### src/rtl/mem_copy_engine.sv
`default_nettype none
// ============================================================================
// Module      : mem_copy_engine
// Description : Bus master for a single-port RAM16K data memory. Performs
//               ascending block copy (read-then-write per word) or block fill
//               without CPU involvement, and reports progress and completion.
// Revision    : 1.0 - initial release
// ============================================================================
module mem_copy_engine #(
  parameter int ADDR_W = 14,
  parameter int DATA_W = 16
) (
  input  logic              clk,
  input  logic              rst_n,
  input  logic              start,
  input  logic              mode,
  input  logic [ADDR_W-1:0] src,
  input  logic [ADDR_W-1:0] dst,
  input  logic [ADDR_W:0]   len,
  input  logic [DATA_W-1:0] fill_value,
  input  logic              abort,
  output logic              busy,
  output logic              done,
  output logic [ADDR_W:0]   count,
  output logic [ADDR_W-1:0] mem_address,
  output logic [DATA_W-1:0] mem_in,
  output logic              mem_load,
  input  logic [DATA_W-1:0] mem_out
);

  localparam logic [1:0] IDLE  = 2'd0;
  localparam logic [1:0] READ  = 2'd1;
  localparam logic [1:0] WRITE = 2'd2;
  localparam logic [1:0] DONE  = 2'd3;

  localparam logic [ADDR_W:0] CNT_ONE  = {{ADDR_W{1'b0}}, 1'b1};
  localparam logic [ADDR_W:0] CNT_ZERO = '0;

  logic [1:0]        state;
  logic [1:0]        state_nx;

  // Request parameters captured when a start is accepted.
  logic              mode_q;
  logic [ADDR_W-1:0] src_q;
  logic [ADDR_W-1:0] dst_q;
  logic [ADDR_W:0]   len_q;
  logic [DATA_W-1:0] fill_q;

  // Next values for every registered output.
  logic              busy_nx;
  logic              done_nx;
  logic              load_nx;
  logic [ADDR_W-1:0] addr_nx;
  logic [DATA_W-1:0] din_nx;
  logic [ADDR_W:0]   count_nx;
  logic              accept;

  // count doubles as the word index i; only its low ADDR_W bits take part in
  // address arithmetic, so src+i / dst+i wrap naturally modulo 2^ADDR_W.
  logic [ADDR_W:0]   count_inc;
  logic [ADDR_W-1:0] idx_cur;
  logic [ADDR_W-1:0] idx_nxt;
  logic              last_write;

  assign count_inc  = count + CNT_ONE;
  assign idx_cur    = count[ADDR_W-1:0];
  assign idx_nxt    = count_inc[ADDR_W-1:0];
  assign last_write = (count_inc == len_q);
  assign accept     = (state == IDLE) && start;

  // Next-state and next-output decode; every RAM port signal leaves a flop.
  always_comb begin
    state_nx = state;
    busy_nx  = busy;
    done_nx  = 1'b0;
    load_nx  = 1'b0;
    addr_nx  = mem_address;
    din_nx   = mem_in;
    count_nx = count;
    case (state)
      IDLE: begin
        busy_nx = 1'b0;
        if (start) begin
          count_nx = CNT_ZERO;
          if (len == CNT_ZERO) begin
            // Empty request completes at once and never touches the port.
            state_nx = DONE;
            done_nx  = 1'b1;
          end else if (mode) begin
            state_nx = WRITE;
            busy_nx  = 1'b1;
            load_nx  = 1'b1;
            addr_nx  = dst;
            din_nx   = fill_value;
          end else begin
            state_nx = READ;
            busy_nx  = 1'b1;
            addr_nx  = src;
          end
        end
      end
      READ: begin
        if (abort) begin
          // The word being read is dropped; nothing more is written.
          state_nx = DONE;
          busy_nx  = 1'b0;
          done_nx  = 1'b1;
        end else begin
          state_nx = WRITE;
          load_nx  = 1'b1;
          addr_nx  = dst_q + idx_cur;
          din_nx   = mem_out;
        end
      end
      WRITE: begin
        // The write presented this cycle always lands, so it is always counted.
        count_nx = count_inc;
        if (abort || last_write) begin
          state_nx = DONE;
          busy_nx  = 1'b0;
          done_nx  = 1'b1;
        end else if (mode_q) begin
          load_nx  = 1'b1;
          addr_nx  = dst_q + idx_nxt;
          din_nx   = fill_q;
        end else begin
          state_nx = READ;
          addr_nx  = src_q + idx_nxt;
        end
      end
      DONE: begin
        state_nx = IDLE;
        busy_nx  = 1'b0;
      end
      default: begin
        state_nx = IDLE;
        busy_nx  = 1'b0;
      end
    endcase
  end

  // State and registered outputs; reset drops the RAM port immediately.
  always_ff @(posedge clk or negedge rst_n) begin
    if (!rst_n) begin
      state       <= IDLE;
      busy        <= 1'b0;
      done        <= 1'b0;
      mem_load    <= 1'b0;
      mem_address <= '0;
      mem_in      <= '0;
      count       <= '0;
    end else begin
      state       <= state_nx;
      busy        <= busy_nx;
      done        <= done_nx;
      mem_load    <= load_nx;
      mem_address <= addr_nx;
      mem_in      <= din_nx;
      count       <= count_nx;
    end
  end

  // Request capture; only a start seen in IDLE updates these.
  always_ff @(posedge clk or negedge rst_n) begin
    if (!rst_n) begin
      mode_q <= 1'b0;
      src_q  <= '0;
      dst_q  <= '0;
      len_q  <= '0;
      fill_q <= '0;
    end else if (accept) begin
      mode_q <= mode;
      src_q  <= src;
      dst_q  <= dst;
      len_q  <= len;
      fill_q <= fill_value;
    end
  end

endmodule
`default_nettype wire

### config.mk
export PLATFORM = sky130hd
export DESIGN_NAME = mem_copy_engine
export DESIGN_NICKNAME = d
export VERILOG_FILES = /design/src/rtl/mem_copy_engine.sv
export SDC_FILE = /design/constraint.sdc
export NUM_CORES = 1
export LEC_CHECK = 0
export CORE_UTILIZATION = 30
export CTS_BUF_LIST = sky130_fd_sc_hd__clkbuf_16
export DETAILED_ROUTE_END_ITERATION = 6
export REMOVE_ABC_BUFFERS = 1
export SYNTH_ARGS = -nofsm -noshare
export SYNTH_HDL_FRONTEND = slang
export SYNTH_SLANG_ARGS = --single-unit
export TNS_END_PERCENT = 30
### constraint.sdc
create_clock -name clk -period 9.8 [get_ports clk]
set_input_delay 2.94 -clock clk [delete_from_list [all_inputs] [get_ports clk]]
set_output_delay 2.94 -clock clk [all_outputs]
set_load 0.01 [all_outputs]
==> impl_metrics.json, run 1 <==
{
  "outcome": "complete, no violations",
  "dpl_worst_slack_ns": 4.283,
  "multi_input_area_mm2": 0.004282,
  "end_kind": "flip-flop",
  "met1Wirelength_mm": 9.395,
  "crit_fanout": 16,
  "hold_viol_final": 0,
  "syn_area_mm2": 0.007298,
  "core_mm2": 0.02368,
  "yosysMostFrequentCell": "dfrtp_1",
  "reg2reg_slack_ns": 5.63,
  "placed_area_mm2": 0.008822,
  "slew_headroom": 0.3697,
  "highest_layer": "met4",
  "setup_viol": 0,
  "place_congestion": 0.8276,
  "critPathLaunchType": "input pin",
  "crit_path_max_incr_delay_ns": 0.43,
  "wl_met2_mm": 9.182,
  "grt_max_degree": 71,
  "synth_edf_count": 0,
  "critical-path-slowest-cell": "clkdlybuf4s50_1",
  "vias_per_cell": 5.082,
  "drt_iter0_markers": 366,
  "r2r-start": "count[0]",
  "period_needed_ns": 5.098,
  "seq_area_mm2": 0.002753,
  "placed_cells": 1127,
  "ant_nets": 0,
  "r2r_end": "mem_address[12]",
  "tritoncts": "done",
  "drv_cap": 0,
  "fin_cells": 1143,
  "yosys-top-cells-count": "110 x dfrtp_1, 94 x mux2_2, 53 x nor2_1",
  "clk_latency_ns": 0.37,
  "synth.ff_latch_count": 110,
  "stdcell_area_mm2": 0.009117,
  "synth_area_leaders": "dfrtp_1 38%, mux2_2 15%, ha_1 5.5%",
  "cts_setup_buffers": 0,
  "setup_tns_ns": 0,
  "ir_drop_mv": 0.1483,
  "synthFlopType": "dfrtp_1",
  "power_density_mw_per_mm2": 309.4,
  "grt_pass1_wl_mm": 32.06,
  "cts_hold_buffers": 0,
  "cts_buffer_depth": 2,
  "setup_slack_ns": 4.702,
  "die_area_mm2": 0.02495,
  "rows": 56,
  "synth_top_area_frac": 0.3772,
  "die_y_um": 158.0,
  "finalMaxSlewViolations": 0,
  "fill_cells": 2454,
  "async_flop_share": 1.000,
  "leakage_nw": 3.775,
  "rr_worst_depth": 13,
  "critPathKind": "in2reg",
  "clock_skew_ns": 0.01360,
  "clock-sinks": 110,
  "hold_depth": 1,
  "min_period_over_period": 0.5202,
  "initial_core_util": 0.3082,
  "final_core_util": 0.3850,
  "dr.pass1.iters": 5,
  "io_pins": 128,
  "path_cells": "clkdlybuf4s50_1, nor4_1, nand4_1, inv_1, nor2_1, nand2_1, a221oi_1, nand2_2, mux2_2",
  "netlist_instances": 719,
  "wl_per_cell_um": 17.20,
  "min-delay-start": "mem_in[6]",
  "grt_pass1_vias": 5995,
  "ys_seq_area_frac": 0.3772,
  "routed_wl_mm": 19.66,
  "clk_pin_slew_ns": 0.09,
  "yosysWarnings": 0,
  "area_growth_pct": 24.93,
  "nNetsFinal": 933,
  "min_path_type": "reg2reg",
  "synth_top_cell_by_area": "dfrtp_1",
  "worstMarginPinSlew_ns": 0.9454,
  "antenna_found_initial": 1,
  "antenna_cells": 0,
  "synth.avg_cell_area_um2": 10.15,
  "drive_gt1_frac": 0.1760,
  "critPathArrivalTime_ns": 5.35,
  "cp.required_ns": 10.06,
  "vias": 5809,
  "overflow": 0,
  "cts_root_buffer": "clkbuf_16",
  "die_x_um": 158.0,
  "fmax_mhz": 196.1,
  "rsz0062_at_grt": "no",
  "cts_resized": 0,
  "wl_met3_um": 838,
  "dp_hpwl_mm": 13.99,
  "gr-usage-all-layers": 0.1654,
  "drc": 0,
  "io_buffers": 127,
  "h-tree-depth": 3,
  "holdPathEnd": "mem_in[6]",
  "synth_cell_types": 71,
  "numCtsBuffers": 9
}
through the flow:
step	hold slack, ns	total power, W
global placement	0.4859	0.002437
global route	0.5242	0.003055
CTS	0.5116	0.002855
floorplan	0.4756	0.001945
finish	0.5070	0.002821
detailed placement	0.4926	0.002461
logic make-up after synthesis:
kind of cell | share of synthesized area
DFF | 0.3772
and+or+nand+nor | 0.1243
buffers and inverters | 0.03686
muxes | 0.1745
adders and majority gates | 0.06035
xor gates and xnor gates | 0.05229
AOI/OAI and AO/OA | 0.1745
registers in the layout, summed over array words and instances (netlist names):
| name | count |
|---|---|
| mem_in | 16 |
| done | 1 |
| dst_q | 14 |
| src_q | 14 |
| state | 2 |
| busy | 1 |
| fill_q | 16 |
| mem_address | 14 |
| mode_q | 1 |
| mem_load | 1 |
| len_q | 15 |
| count | 15 |
critical path: cells and delay by family:
kind / cells / cell delay, ns
and+or+nand+nor: 5 / 1.36
buffers and inverters: 2 / 0.59
muxes: 1 / 0.38
AOI/OAI and AO/OA: 1 / 0.08
metal layers:
layer / global-route usage / up-vias
li1: - / 2864
met1: 0.2221 / 2827
met2: 0.2708 / 105
met3: 0.03312 / 13
met4: 0.04075 / 0
met5: 0 / -
cells in the final DEF (no fill, tap or decap), types with 16 or more instances in the layout:
cell and instances:
ha_1 31, clkdlybuf4s50_1 126, nand2_1 32, xnor2_1 27, nor2_1 53, mux2_2 94, a21oi_1 47, inv_1 16
o21ai_0 27, a22oi_1 25, dfrtp_1 110, a211oi_1 17
area by class of cell:
type | count | area share
Clock buffer | 9 | 0.02470
Clock inverter | 7 | 0.007685
Inverter | 16 | 0.006587
Multi-Input combinational cell | 547 | 0.4696
Sequential cell | 110 | 0.3019
Tap cell | 319 | 0.04378
Timing Repair Buffer | 135 | 0.1457
how the worst max path moves through the flow:
| stage | depth (start not counted) | slack [ns] | startpoint | to |
|---|---|---|---|---|
| 3_5_place_dp | 9 | 4.28 | len[1] | mem_in[10] |
| 5_1_grt | 9 | 4.52 | len[1] | mem_in[14] |
| 4_1_cts | 9 | 4.65 | len[1] | mem_in[9] |
| 3_3_place_gp | 9 | 4.31 | len[1] | mem_in[0] |
| 2_1_floorplan | 2 | 5.02 | start | dst_q[0] |
| 6_report | 9 | 4.70 | len[1] | mem_in[14] |
power breakdown:
part	switching, W	total (W)	internal [W]
Sequential	0.000145	0.000812	0.000667
Combinational	0.000790	0.00163	0.000841
Clock	0.000198	0.000377	0.000179
Power figures use the tool's default switching activity.
==> run 2, diff against run 1 <==
==> constraint.sdc (replaced) <==
create_clock -name clk -period 5.1 [get_ports clk]
set_input_delay 1.53 -clock clk [delete_from_list [all_inputs] [get_ports clk]]
set_output_delay 1.53 -clock clk [all_outputs]
set_load 0.01 [all_outputs]
==> run 2 against run 1 <==
Effect of this change: sequential share of layout area about the same; first-iteration DRC count down 20%; clock skew up 0.00057 ns; global-route usage up 0.065 points; sequential cell count unchanged; clock-buffer cell count unchanged; critical path type is now reg2reg; largest cell class unchanged.
==> impl_metrics.json, run 2 (synthesis results as in run 1) <==
{
  "area_growth_pct": 25.05,
  "grt_max_degree": 71,
  "grt_pass1_vias": 5901,
  "cts_setup_buffers": 0,
  "power_density_mw_per_mm2": 595.0,
  "cp_num_cells": 13,
  "core_mm2": 0.02368,
  "io_buffers": 127,
  "h-tree-depth": 3,
  "die_area_mm2": 0.02495,
  "critPathBufInv": 0,
  "die_y_um": 158.0,
  "io_pins": 128,
  "clock_skew_ns": 0.01417,
  "crit_path_max_incr_delay_ns": 0.57,
  "cts_resized": 0,
  "leakage_nw": 3.792,
  "gr-usage-all-layers": 0.1660,
  "numCtsBuffers": 9,
  "critPathKind": "reg2reg",
  "nNetsFinal": 934,
  "drv_cap": 0,
  "overflow": 0,
  "cts_root_buffer": "clkbuf_16",
  "slew_headroom": 0.3246,
  "critPathLaunchType": "flip-flop",
  "vias": 5828,
  "rows": 56,
  "hold_viol_final": 0,
  "ant_nets": 0,
  "routed_wl_mm": 19.80,
  "drc": 0,
  "setup_tns_ns": 0,
  "path_cells": "ha_1, nand4_1, nor2_1, xor2_1, ha_1, and2_1, nand2_1, o31ai_1, a2111oi_0, a41oi_1, a21oi_1, or3_1, mux2_4",
  "clk_pin_slew_ns": 0.08,
  "die_x_um": 158.0,
  "timing.hold.ws_ns": 0.5100,
  "rr_worst_depth": 13,
  "placed_cells": 1128,
  "reg_top3": "fill_q: 16 flops, mem_in: 16 flops",
  "clock-sinks": 110,
  "finalMaxSlewViolations": 0,
  "fmax_mhz": 253.0,
  "grt_pass1_wl_mm": 31.95,
  "critPathArrivalTime_ns": 4.20,
  "min_period_over_period": 0.7751,
  "vias_per_cell": 5.094,
  "outcome": "complete, no violations",
  "antenna_found_initial": 1,
  "antenna_cells": 0,
  "cts_hold_buffers": 0,
  "place_congestion": 0.8482,
  "tritoncts": "done",
  "final_common_cell": "clkdlybuf4s50_1",
  "dp_hpwl_mm": 14.51,
  "wl_per_cell_um": 17.30,
  "cts_buffer_depth": 2,
  "crit_fanout": 9,
  "cpMostUsedCell": "ha_1",
  "drt_iter0_markers": 294,
  "worstMarginPinSlew_ns": 1.013,
  "critical-path-slowest-cell": "dfrtp_1",
  "dr.pass1.iters": 4,
  "hold_depth": 1,
  "end_kind": "flip-flop",
  "ir_drop_mv": 0.3117,
  "crit_family": "simple AND/OR/NAND/NOR gates",
  "clk_latency_ns": 0.37,
  "final_core_util": 0.3854,
  "min_path_type": "reg2reg",
  "rsz0062_at_grt": "no",
  "period_needed_ns": 3.953,
  "drive_gt1_frac": 0.1758,
  "final_cell_mix": "126 x clkdlybuf4s50_1, 110 x dfrtp_1, 94 x mux2_2",
  "initial_core_util": 0.3082,
  "cp.required_ns": 5.34,
  "setup_viol": 0,
  "fin_cells": 1144
}
==> run 2: cell types whose count changed in the layout (fill, tap and decap cells not counted) <==
cell,change
buf_12,+1
clkinv_2,+1
clkinv_4,-1
clkinvlp_4,-2
inv_1,+1
inv_6,+3
inv_8,-2
==> run 2: layout make-up <==
class                   count  area [um2]
fillers                  2437       14560
multi-input cells         547        4282
flip-flops and latches    110        2753
repair buffers            136        1349
well taps                 319       399.1
clock buffers               9       225.2
inverters                  16       60.06
clock inverters             7       58.81
==> run 2: power breakdown <==
part	leakage [nW]	total, W	switching (W)	internal, W
logic	2.31	0.00316	0.00153	0.00163
clock network	0.141	0.000701	0.000361	0.000339
registers	1.34	0.00157	0.000291	0.00128
==> run 2: through the flow <==
stage	area [um2]	total power, W	setup slack [ns]
global placement	8842	0.004713	1.038
floorplan	7089	0.003737	1.671
detailed placement	8842	0.004751	0.9947
global route	9126	0.005884	0.8028
finish	9126	0.005430	1.147
CTS	9126	0.005487	1.169
==> run 2: worst reg2reg max path, cell delays in order, from the launching register on <==
cell	delay, ns
dfrtp_1	0.57
ha_1	0.38
nand4_1	0.30
nor2_1	0.37
xor2_1	0.11
ha_1	0.34
and2_1	0.16
nand2_1	0.06
o31ai_1	0.43
a2111oi_0	0.20
a41oi_1	0.20
a21oi_1	0.09
or3_1	0.37
mux2_4	0.27
==> run 2: final timing paths <==
| check | endpoint | slack [ns] | start |
|---|---|---|---|
| worst max-delay path | mem_address[12] | 1.15 | count[0] |
| worst min-delay path | src_q[13] | 0.51 | src_q[13] |
| worst max register to register | mem_address[12] | 1.15 | count[0] |
| worst min register to register | src_q[13] | 0.51 | src_q[13] |
| max in group asynchronous | fill_q[3] | 2.94 | rst_n |
| min in group asynchronous | count[11] | 1.32 | rst_n |
==> run 2: routing by layer <==
layer / wire length [um] / GRT usage / vias to the layer above
met4: 334 / 0.05128 / 0
li1: - / - / 2862
met1: 9369 / 0.2199 / 2832
met5: 0 / 0 / -
met2: 9175 / 0.2689 / 113
met3: 916 / 0.03613 / 21
